File: src/rtl/ama_riscv_mem_arb_pkg.sv
// Shared types and helpers for the IF/MEM unified-memory arbiter.
package ama_riscv_mem_arb_pkg;

    typedef enum logic [1:0] {
        ST_IDLE   = 2'd0,
        ST_ISSUE  = 2'd1,
        ST_WAIT_R = 2'd2
    } arb_state_t;

    typedef enum logic [1:0] {
        OWN_NONE = 2'd0,
        OWN_IF   = 2'd1,
        OWN_D    = 2'd2
    } arb_own_t;

    localparam int BURST_CNT_W = 4;

    // Count consecutive data grants taken while fetch is waiting; any other grant restarts the count.
    function automatic logic [BURST_CNT_W-1:0] burst_next(
        input logic [BURST_CNT_W-1:0] cnt,
        input logic [BURST_CNT_W-1:0] limit,
        input logic                   d_grant,
        input logic                   if_waiting
    );
        if (d_grant && if_waiting) begin
            burst_next = (cnt >= limit) ? limit : cnt + 1'b1;
        end else begin
            burst_next = '0;
        end
    endfunction

endpackage

File: src/rtl/ama_riscv_mem_arb.sv
// Shares one single-ported memory between instruction fetch and the load/store path.
// Data wins arbitration unless fetch has waited through a full data burst.
module ama_riscv_mem_arb
    import ama_riscv_mem_arb_pkg::*;
#(
    parameter int ADDR_W      = 14,
    parameter int MAX_D_BURST = 4
) (
    input  logic              clk,
    input  logic              rst,
    // fetch port
    input  logic              if_req,
    input  logic [ADDR_W-1:0] if_addr,
    output logic              if_done,
    output logic [31:0]       if_rdata,
    output logic              if_stall,
    // load/store port
    input  logic              d_req,
    input  logic              d_we,
    input  logic [ADDR_W-1:0] d_addr,
    input  logic [31:0]       d_wdata,
    input  logic [3:0]        d_wmask,
    output logic              d_done,
    output logic [31:0]       d_rdata,
    output logic              d_stall,
    // memory port
    output logic              mem_req,
    output logic              mem_we,
    output logic [ADDR_W-1:0] mem_addr,
    output logic [31:0]       mem_wdata,
    output logic [3:0]        mem_wmask,
    input  logic              mem_gnt,
    input  logic              mem_rvalid,
    input  logic [31:0]       mem_rdata
);

    localparam logic [BURST_CNT_W-1:0] BURST_LIMIT = BURST_CNT_W'(MAX_D_BURST);

    arb_state_t             state;
    arb_own_t               own;
    logic [BURST_CNT_W-1:0] burst_cnt;
    logic                   pick_if;
    logic                   pick_d;
    logic                   wr_done;
    logic                   rd_done;

    // Arbitration only happens in IDLE; fetch overrides data once the burst limit is reached.
    always_comb begin
        pick_if = 1'b0;
        pick_d  = 1'b0;
        if (state == ST_IDLE) begin
            if (if_req && (!d_req || (burst_cnt == BURST_LIMIT))) begin
                pick_if = 1'b1;
            end else if (d_req) begin
                pick_d = 1'b1;
            end
        end
    end

    // Completion events: a store finishes on its grant, a load on its read data.
    assign wr_done  = (state == ST_ISSUE) && mem_gnt && mem_we;
    assign rd_done  = (state == ST_WAIT_R) && mem_rvalid;

    assign if_done  = rd_done && (own == OWN_IF);
    assign d_done   = wr_done || (rd_done && (own == OWN_D));
    assign if_rdata = if_done ? mem_rdata : 32'h0;
    assign d_rdata  = (rd_done && (own == OWN_D)) ? mem_rdata : 32'h0;
    assign if_stall = if_req && !if_done;
    assign d_stall  = d_req && !d_done;

    // Transaction sequencer: capture winner's fields, hold them until grant, then await read data.
    always_ff @(posedge clk or posedge rst) begin
        if (rst) begin
            state     <= ST_IDLE;
            own       <= OWN_NONE;
            burst_cnt <= '0;
            mem_req   <= 1'b0;
            mem_we    <= 1'b0;
            mem_addr  <= '0;
            mem_wdata <= '0;
            mem_wmask <= '0;
        end else begin
            case (state)
                ST_IDLE: begin
                    if (pick_if || pick_d) begin
                        state     <= ST_ISSUE;
                        mem_req   <= 1'b1;
                        burst_cnt <= burst_next(burst_cnt, BURST_LIMIT, pick_d, if_req);
                        if (pick_d) begin
                            own       <= OWN_D;
                            mem_we    <= d_we;
                            mem_addr  <= d_addr;
                            mem_wdata <= d_wdata;
                            mem_wmask <= d_wmask;
                        end else begin
                            own       <= OWN_IF;
                            mem_we    <= 1'b0;
                            mem_addr  <= if_addr;
                            mem_wdata <= '0;
                            mem_wmask <= '0;
                        end
                    end
                end
                ST_ISSUE: begin
                    if (mem_gnt) begin
                        mem_req <= 1'b0;
                        if (mem_we) begin
                            state <= ST_IDLE;
                            own   <= OWN_NONE;
                        end else begin
                            state <= ST_WAIT_R;
                        end
                    end
                end
                ST_WAIT_R: begin
                    if (mem_rvalid) begin
                        state <= ST_IDLE;
                        own   <= OWN_NONE;
                    end
                end
                default: begin
                    state   <= ST_IDLE;
                    own     <= OWN_NONE;
                    mem_req <= 1'b0;
                end
            endcase
        end
    end

endmodule

File: config.mk
export PLATFORM = sky130hd
export DESIGN_NAME = ama_riscv_mem_arb
export DESIGN_NICKNAME = d
export VERILOG_FILES = /design/src/rtl/ama_riscv_mem_arb_pkg.sv /design/src/rtl/ama_riscv_mem_arb.sv
export SDC_FILE = /design/constraint.sdc
export NUM_CORES = 1
export LEC_CHECK = 0
export CAP_MARGIN = 20
export CORE_MARGIN = 2
export CORE_UTILIZATION = 31
export CTS_CLUSTER_SIZE = 12
export DETAILED_ROUTE_END_ITERATION = 7
export GPL_ROUTABILITY_DRIVEN = 0
export PLACE_DENSITY = 0.84
export SYNTH_ARGS = -nofsm -noshare
export SYNTH_HDL_FRONTEND = slang
export SYNTH_SLANG_ARGS = --single-unit
File: constraint.sdc
create_clock -name clk -period 2.05 [get_ports clk]
set_input_delay 0.615 -clock clk [delete_from_list [all_inputs] [get_ports clk]]
set_output_delay 0.615 -clock clk [all_outputs]
set_load 0.05 [all_outputs]
**Word-level counts from Yosys, hierarchy flattened**

Cells that the tools add are included.

- Output and inout bits: 120
- Bits in registers: 60

- $add $sub $neg: 1
- Equality and inequality tests: 9
- Reduce and logical (&&, ||, !) cells: 20
- Magnitude comparators: 1
- Muxes and demuxes: 26
- Bitwise logic cells: 1

Operators with widths:

| operator | count |
|---|---|
| 2-to-1 mux 32 bit | 3 |
| 2-to-1 mux 2 bit | 8 |
| 2-to-1 mux 14 bit | 1 |
| 2-to-1 mux 4 bit | 3 |
| one-hot mux 2 bit (3 select lines) | 2 |
| logical AND 1 bit | 9 |
| 2-to-1 mux 1 bit | 8 |
| != test 2 bit (second input constant) | 3 |
| AND reduction 3 bit | 2 |
| adder 4 x 1 -> 4 bit (second input constant) | 1 |
| == test 2 x 1 -> 1 bit (second input constant) | 2 |
| == test 2 bit (second input constant) | 2 |
| == test 4 x 3 -> 1 bit (second input constant) | 1 |
| >= comparator 4 x 3 -> 1 bit (second input constant) | 1 |
| AND reduction 4 bit | 1 |
| logical NOT 1 bit | 3 |
| logical OR 1 bit | 3 |
| one-hot mux 1 bit (3 select lines) | 1 |
| logical NOT 2 bit | 1 |
| != test 2 x 1 -> 1 bit (second input constant) | 1 |
| AND reduction 2 bit | 1 |
| NOT 1 bit | 1 |

**Longest topological paths before layout**

Gate-level depths: netlist of run 1.

- Depth in word-level cells: 8
- Depth in mapped cells: 7
- Depth with buffers taken out: 5

**Worst setup path before layout of run 1**

Ideal clock, no wire load.

- Path kind: in2out
- Start point: in mem_rvalid
- End point: out d_stall
- Data required time: 1,435 ps
- Arrival time: 2,006 ps
- Slack: -571 ps
- Stages on the path: 3
- Cells stage by stage: nand3b_4 > nor3b_2 > a311oi_1

- Word-level cells in the longest chain between the ends: 5

RTL lines:

| item | RTL line | RTL |
|---|---|---|
| start: declaration | ama_riscv_mem_arb.sv:33 | `input logic mem_rvalid,` |
| logical AND 1 bit | ama_riscv_mem_arb.sv:62 | `assign rd_done = (state == ST_WAIT_R) && mem_rvalid;` |
| logical AND 1 bit | ama_riscv_mem_arb.sv:65 | `assign d_done = wr_done \|\| (rd_done && (own == OWN_D));` |
| logical OR 1 bit | ama_riscv_mem_arb.sv:65 |  |
| logical NOT 1 bit | ama_riscv_mem_arb.sv:69 | `assign d_stall = d_req && !d_done;` |
| logical AND 1 bit | ama_riscv_mem_arb.sv:69 |  |
| end: declaration | ama_riscv_mem_arb.sv:25 | `output logic d_stall,` |

Every way passes these cells.

**Final worst setup path of run 1**

- Start point: reg state[0]
- End point: out if_rdata[12]

- Word-level cells in the longest chain between the ends: 4

RTL lines:

| item | RTL line | RTL |
|---|---|---|
| start: declaration | ama_riscv_mem_arb.sv:39 | `arb_state_t state;` |
| start signal: assignment | ama_riscv_mem_arb.sv:74 | `state <= ST_IDLE;` |
| start signal: assignment | ama_riscv_mem_arb.sv:86 | `state <= ST_ISSUE;` |
| start signal: assignment | ama_riscv_mem_arb.sv:108 | `state <= ST_IDLE;` |
| == test 2 bit | ama_riscv_mem_arb.sv:62 |  |
| logical AND 1 bit | ama_riscv_mem_arb.sv:62 |  |
| logical AND 1 bit | ama_riscv_mem_arb.sv:64 | `assign if_done = rd_done && (own == OWN_IF);` |
| 2-to-1 mux 32 bit | ama_riscv_mem_arb.sv:66 | `assign if_rdata = if_done ? mem_rdata : 32'h0;` |
| end: declaration | ama_riscv_mem_arb.sv:15 | `output logic [31:0] if_rdata,` |

Every way passes these cells.

==> results.ini, run 1 <==
[critical_path]
worstPathRequired_ps=1430
cp-start-kind=flop
cp.arrival_ps=1730
crit_path_end=if_rdata[12]
r2r_start=state[0]
r2r.worst_path.cells=6
cp_max_fo=8
crit_path_start=state[0]
r2r_end=mem_addr[13]
cp-end-kind=output pin
worstSetupPathType=flop to output pin
rrSetupSlack_ps=330

[finish]
multi_input_area_um2=1530
area_delta_synth_final_pct=123
final_cell_area_um2=6680
fillerInstances=586
fin_util_pct=71.7
layout-drive-gt1-share_pct=46.8
final_common_cell=clkdlybuf4s50_1
layout_common_cells=clkdlybuf4s50_1, buf_12, buf_4, and2_4, dfrtp_1
fin_cells=671
seq_area_um2=1500
finalNetCount=640

[route]
drc=0
dr.first_iter.drc_count=166
via_count=3399
wl_per_cell_um=18.3
vias_per_cell=5.07
dr.pass1.iters=4
routed_wl_um=12300
antenna_left=0

[placement]
dp_cells=638
io_buffer_count=222
placed_cell_area_um2=6220
dp_hpwl_um=8490
pre_cts_ws_ps=-643

[yosys]
synth_fp_nets=393
synth_cell_types=35
yosysWarnings=0
ys_ff_latch=60
syn_inst=288
synthArstFlopShare_pct=100
ys_seq_area_share_pct=50.1
synth_flop_cell=dfrtp_1
syn-cell-area_um2=3000
syn_area_per_cell_um2=10.4
synth_edf_count=0

[pwr]
leakagePower_nw=2.98
max-vdd-ir-drop_v=0.000984
power.density_nw_per_um2=1160
p_total_mw=7.78

[clock_tree]
cts_tree=done
clk_pin_slew_ps=50
postCtsHoldBufs=0
clk_latency_ps=310
clockRootBuffer=clkbuf_8
cts_htree_levels=3
cts-buffers-inserted=9
clock_path_buffers=2
cts_sinks=60

[sta]
final_max_slew_viol_count=0
fin_crit_sh_pct=114
fin_ws_ps=-297
skew_ps=8.57
clock.fmax_mhz=426
worst_slew_pin_slew_ps=401
post-route-min-period_ps=2350
rsz0062_at_grt=true
whs_ps=481
hold_viol_final=0
tns_ps=-17080
setup_viol=68
relSlewSlack_pct=73.2

[grt]
grt_pass1_wl_um=16800
grt_max_degree=61
grt_pass1_vias=3264
gr-total-overflow=0
antenna_found_initial=3
grt_usage_pct=20.7

[die]
die_width_um=102
chipHeight_um=102
initial_core_util_pct=32.1
die-area_um2=10500
pin_count=223
rows=35
core_um2=9330

[hold_path]
hp-class=flop to flop

[job]
cap_violations=0

[run_status]
violations=setup timing
outcome=finished, violations left

[power breakdown]
group          internal, mW  total (mW)  switching, mW
Clock                 0.563       0.974          0.411
Sequential             1.70        2.04          0.338
Combinational          1.83        4.77           2.94
Total                  4.10        7.78           3.68
[cell families (layout without fill, tap and decap cells)]
| logic type | Yosys count | count (layout) | share of synthesized area, % |
|---|---|---|---|
| simple gates | 104 | 104 | 22.1 |
| buf+inv | 30 | 281 | 5.39 |
| other cells | 0 | 3 | 0 |
| compound gates | 92 | 92 | 21.6 |
| flops | 60 | 60 | 50.1 |
| fa+ha+maj | 2 | 2 | 0.835 |
[flip-flops by register name, summed over array words and instances (netlist names)]
| signal | flops |
|---|---|
| mem_wdata | 32 |
| mem_addr | 14 |
| burst_cnt | 4 |
| mem_wmask | 4 |
| own | 2 |
| state | 2 |
| mem_req | 1 |
| mem_we | 1 |
[routing by layer]
| layer | share of wire (%) | GRT usage [%] |
|---|---|---|
| met1 | 35 | 22.8 |
| met2 | 52 | 36.3 |
| met3 | 7.8 | 5.06 |
| met4 | 4.5 | 11.6 |
| met5 | 0 | 0 |
[repair_timing]
item | CTS | global route
gates resized for setup | 31 | 9
pin swaps | 22 | 15
gates cloned | 4 | 4
buffers inserted | 4 | 4
endpoints found under the setup margin | 68 | 68
[layout make-up]
| cell class | instances | share of cell area, % |
|---|---|---|
| Multi-Input combinational cell | 198 | 22.9 |
| Timing Repair Buffer | 261 | 49.0 |
| Inverter | 5 | 0.337 |
| Sequential cell | 60 | 22.5 |
| Clock buffer | 14 | 2.73 |
| Clock inverter | 1 | 0.0749 |
| Tap cell | 129 | 2.41 |
| Antenna cell | 3 | 0.112 |
[critical path: stages (launching register included)]
cell	delay, ps
dfrtp_1	370
nand3b_4	180
nor3b_4	240
buf_6	180
clkbuf_16	150
and2_4	160
buf_12	130
[worst min-delay path by stage]
stage               slack, ps      endpoint  depth (start not counted)         start
global placement          460       mem_req                          2       mem_req
detailed placement        470       mem_req                          2       mem_req
CTS                       490       mem_req                          2       mem_req
floorplan                 490        own[1]                          1        own[1]
global route              520  mem_wdata[6]                          1  mem_wdata[6]
finish                    480       mem_req                          2       mem_req
[cell usage after synthesis, drive strengths merged, types with 2 or more instances]
cell / instances / area share, %
a22o: 38 / 11
nor3b: 4 / 1.5
clkbuf: 10 / 1.3
nor2b: 2 / 0.42
nand2: 5 / 0.63
nand3: 14 / 2.3
a21o: 2 / 0.50
a21oi: 14 / 2.3
and2: 65 / 14
buf: 15 / 3.5
dfrtp: 60 / 50
nor2: 5 / 0.96
ha: 2 / 0.84
a31oi: 14 / 2.9
o21ai: 19 / 3.2
inv: 5 / 0.63
nand4: 2 / 0.42
No activity file was read; power rests on OpenSTA's default activity.
==> run 2, diff against run 1 <==
==> constraint.sdc (replaced) <==
create_clock -name clk -period 2.05 [get_ports clk]
set_input_delay 0.615 -clock clk [delete_from_list [all_inputs] [get_ports clk]]
set_output_delay 0.615 -clock clk [all_outputs]
set_load 0.1 [all_outputs]
==> results.ini, run 2 (synthesis results as in run 1) <==
[run_status]
outcome=finished, violations left
violations=setup timing

[hold_path]
worstHoldEndpoint=burst_cnt[3]
hp-class=flop to flop
hp-start=burst_cnt[3]
min_path_cells=1  ; -1

[die]
die_width_um=102  ; unchanged
initial_core_util_pct=32.1  ; unchanged
die-area_um2=10500  ; unchanged
pin_count=223  ; unchanged
chipHeight_um=102  ; unchanged
rows=35  ; unchanged
core_um2=9330  ; unchanged

[placement]
dp_cells=637  ; -0.16%
placed_cell_area_um2=6910  ; +11%
dp_hpwl_um=9300  ; +9.6%
pre_cts_ws_ps=-688  ; -45.0 ps
io_buffer_count=222  ; unchanged

[route]
via_count=3523  ; +3.6%
dr.first_iter.drc_count=253  ; +52%
antenna_left=0  ; unchanged
wl_per_cell_um=22.2  ; +22%
drc=0  ; unchanged
vias_per_cell=5.29  ; +4.4%
dr.pass1.iters=4  ; unchanged
routed_wl_um=14800  ; +21%

[finish]
largest_register_ffs=32  ; unchanged
final_common_cell=buf_12
fin_cells=666  ; -0.75%
top_regs=mem_wdata (32), mem_addr (14)
fin_util_pct=78.9  ; +7.3 points
top_register=mem_wdata
final_cell_area_um2=7360  ; +10%
area_delta_synth_final_pct=146
layout-drive-gt1-share_pct=46.6  ; -0.20 points
layout_common_cells=buf_12, clkdlybuf4s50_1, and2_4, dfrtp_1, a22o_1
diodes=0  ; -3
finalNetCount=637  ; -0.47%

[clock_tree]
cts-buffers-inserted=9  ; unchanged
clk_pin_slew_ps=60  ; about the same
clockRootBuffer=clkbuf_8
clk_latency_ps=330  ; +20 ps
cts_tree=done
cts_htree_levels=3  ; unchanged
cts_sinks=60  ; unchanged
clock_path_buffers=2  ; unchanged

[sta]
skew_ps=7.17  ; -1.40 ps
setup_viol=68  ; unchanged
tns_ps=-27990  ; -10920 ps
relSlewSlack_pct=69.5  ; -3.8 points
rsz0062_at_grt=true
fin_ws_ps=-439  ; -143 ps
clock.fmax_mhz=402  ; -5.7%
final_max_slew_viol_count=0  ; unchanged
hold_viol_final=0  ; unchanged
post-route-min-period_ps=2490  ; +143 ps
worst_slew_pin_slew_ps=457  ; +56.2 ps
fin_crit_sh_pct=121  ; +7.0 points

[grt]
grt_pass1_vias=3550  ; +8.8%
grt_pass1_wl_um=19300  ; +15%
antenna_found_initial=0  ; -3
grt_max_degree=42  ; -31%
grt_usage_pct=24.1  ; +3.4 points
gr-total-overflow=0  ; unchanged

[critical_path]
max_stage_delay_ps=430  ; +60 ps
rrSetupSlack_ps=230  ; -100 ps
worstSetupPathType=flop to output pin
cp-end-kind=output pin
r2r.worst_path.cells=6  ; unchanged
cp-start-kind=flop
cp_max_fo=8  ; unchanged
cp.arrival_ps=1870  ; +140 ps
crit_family=simple AND/OR/NAND/NOR gates
worstPathCellList=nand3b_4, nor3b_4, buf_6, clkbuf_16, and2_4, buf_12
worstPathRequired_ps=1430  ; about the same
r2r_start=state[0]
path_depth=6  ; unchanged
slowest_stage=dfrtp_1
r2r_end=mem_addr[9]
path_buf_inv=3  ; unchanged

[pwr]
max-vdd-ir-drop_v=0.00126  ; +28%
power.density_nw_per_um2=1550  ; +33%
leakagePower_nw=3.19  ; +6.9%

[job]
cap_violations=0  ; unchanged

-- run 2: changes by cell type in the layout (fill, tap and decap cells not counted), moves of 2 or more --
cell and delta:
clkdlybuf4s50_1 +2, diode_2 -3, clkbuf_8 -3, buf_12 +54, buf_8 -4, bufinv_16 +2, dfrtp_1 -2, buf_4 -53
dfrtp_2 +2, dlygate4sd2_1 -2
-- run 2: power by group --
part | total, mW | internal (mW) | switching (mW)
clock | 1.16 | 0.717 | 0.446
combinational | 7.91 | 2.93 | 4.98
sequential | 2.32 | 1.70 | 0.615
total | 11.4 | 5.34 | 6.04
-- run 2: worst max-delay path by stage --
stage | start | to
finish | state[0] | d_rdata[27]
global route | state[0] | d_rdata[27]
CTS | state[0] | if_rdata[28]
detailed placement | mem_rvalid | if_rdata[0]
global placement | mem_rvalid | if_rdata[31]
floorplan | mem_rvalid | d_stall
-- run 2: timing repair --
| action | in CTS | in global routing |
|---|---|---|
| gates resized for setup | 15 | 8 |
| cloned | 2 | 5 |
| endpoints found under the hold margin | 0 | 0 |
| hold buffers | 0 | 0 |
| setup buffers | 4 | 3 |
| endpoints found under the setup margin | 68 | 68 |
| pin swaps | 15 | 17 |
-- run 2: per-layer routing --
layer / part of all wire [%] / track usage (%)
met5: 0 / 0
met4: 4.7 / 8.72
met3: 7.7 / 6.22
met2: 54 / 44.4
met1: 34 / 26.6
-- run 2: layout make-up --
cell class	instances	area, um2
Multi-Input combinational cell	198	1540
Tap cell	129	161
Timing Repair Buffer	258	3920
Inverter	5	22.5
Clock buffer	12	145
Sequential cell	60	1500
Fill cell	490	1970
Clock inverter	4	72.6
-- run 2: per-stage QoR --
stage,hold slack [ps],power (mW)
global placement,527,9.86
global route,588,11.7
finish,559,11.4
floorplan,484,6.87
CTS,558,11.2
detailed placement,539,10.0
-- run 2: worst reg2reg max path: stages, from the launching register on --
cell     delay, ps
dfrtp_1        430
buf_4          160
buf_4          160
or3b_4         420
buf_12         160
o21ai_0        210
a31oi_1        140
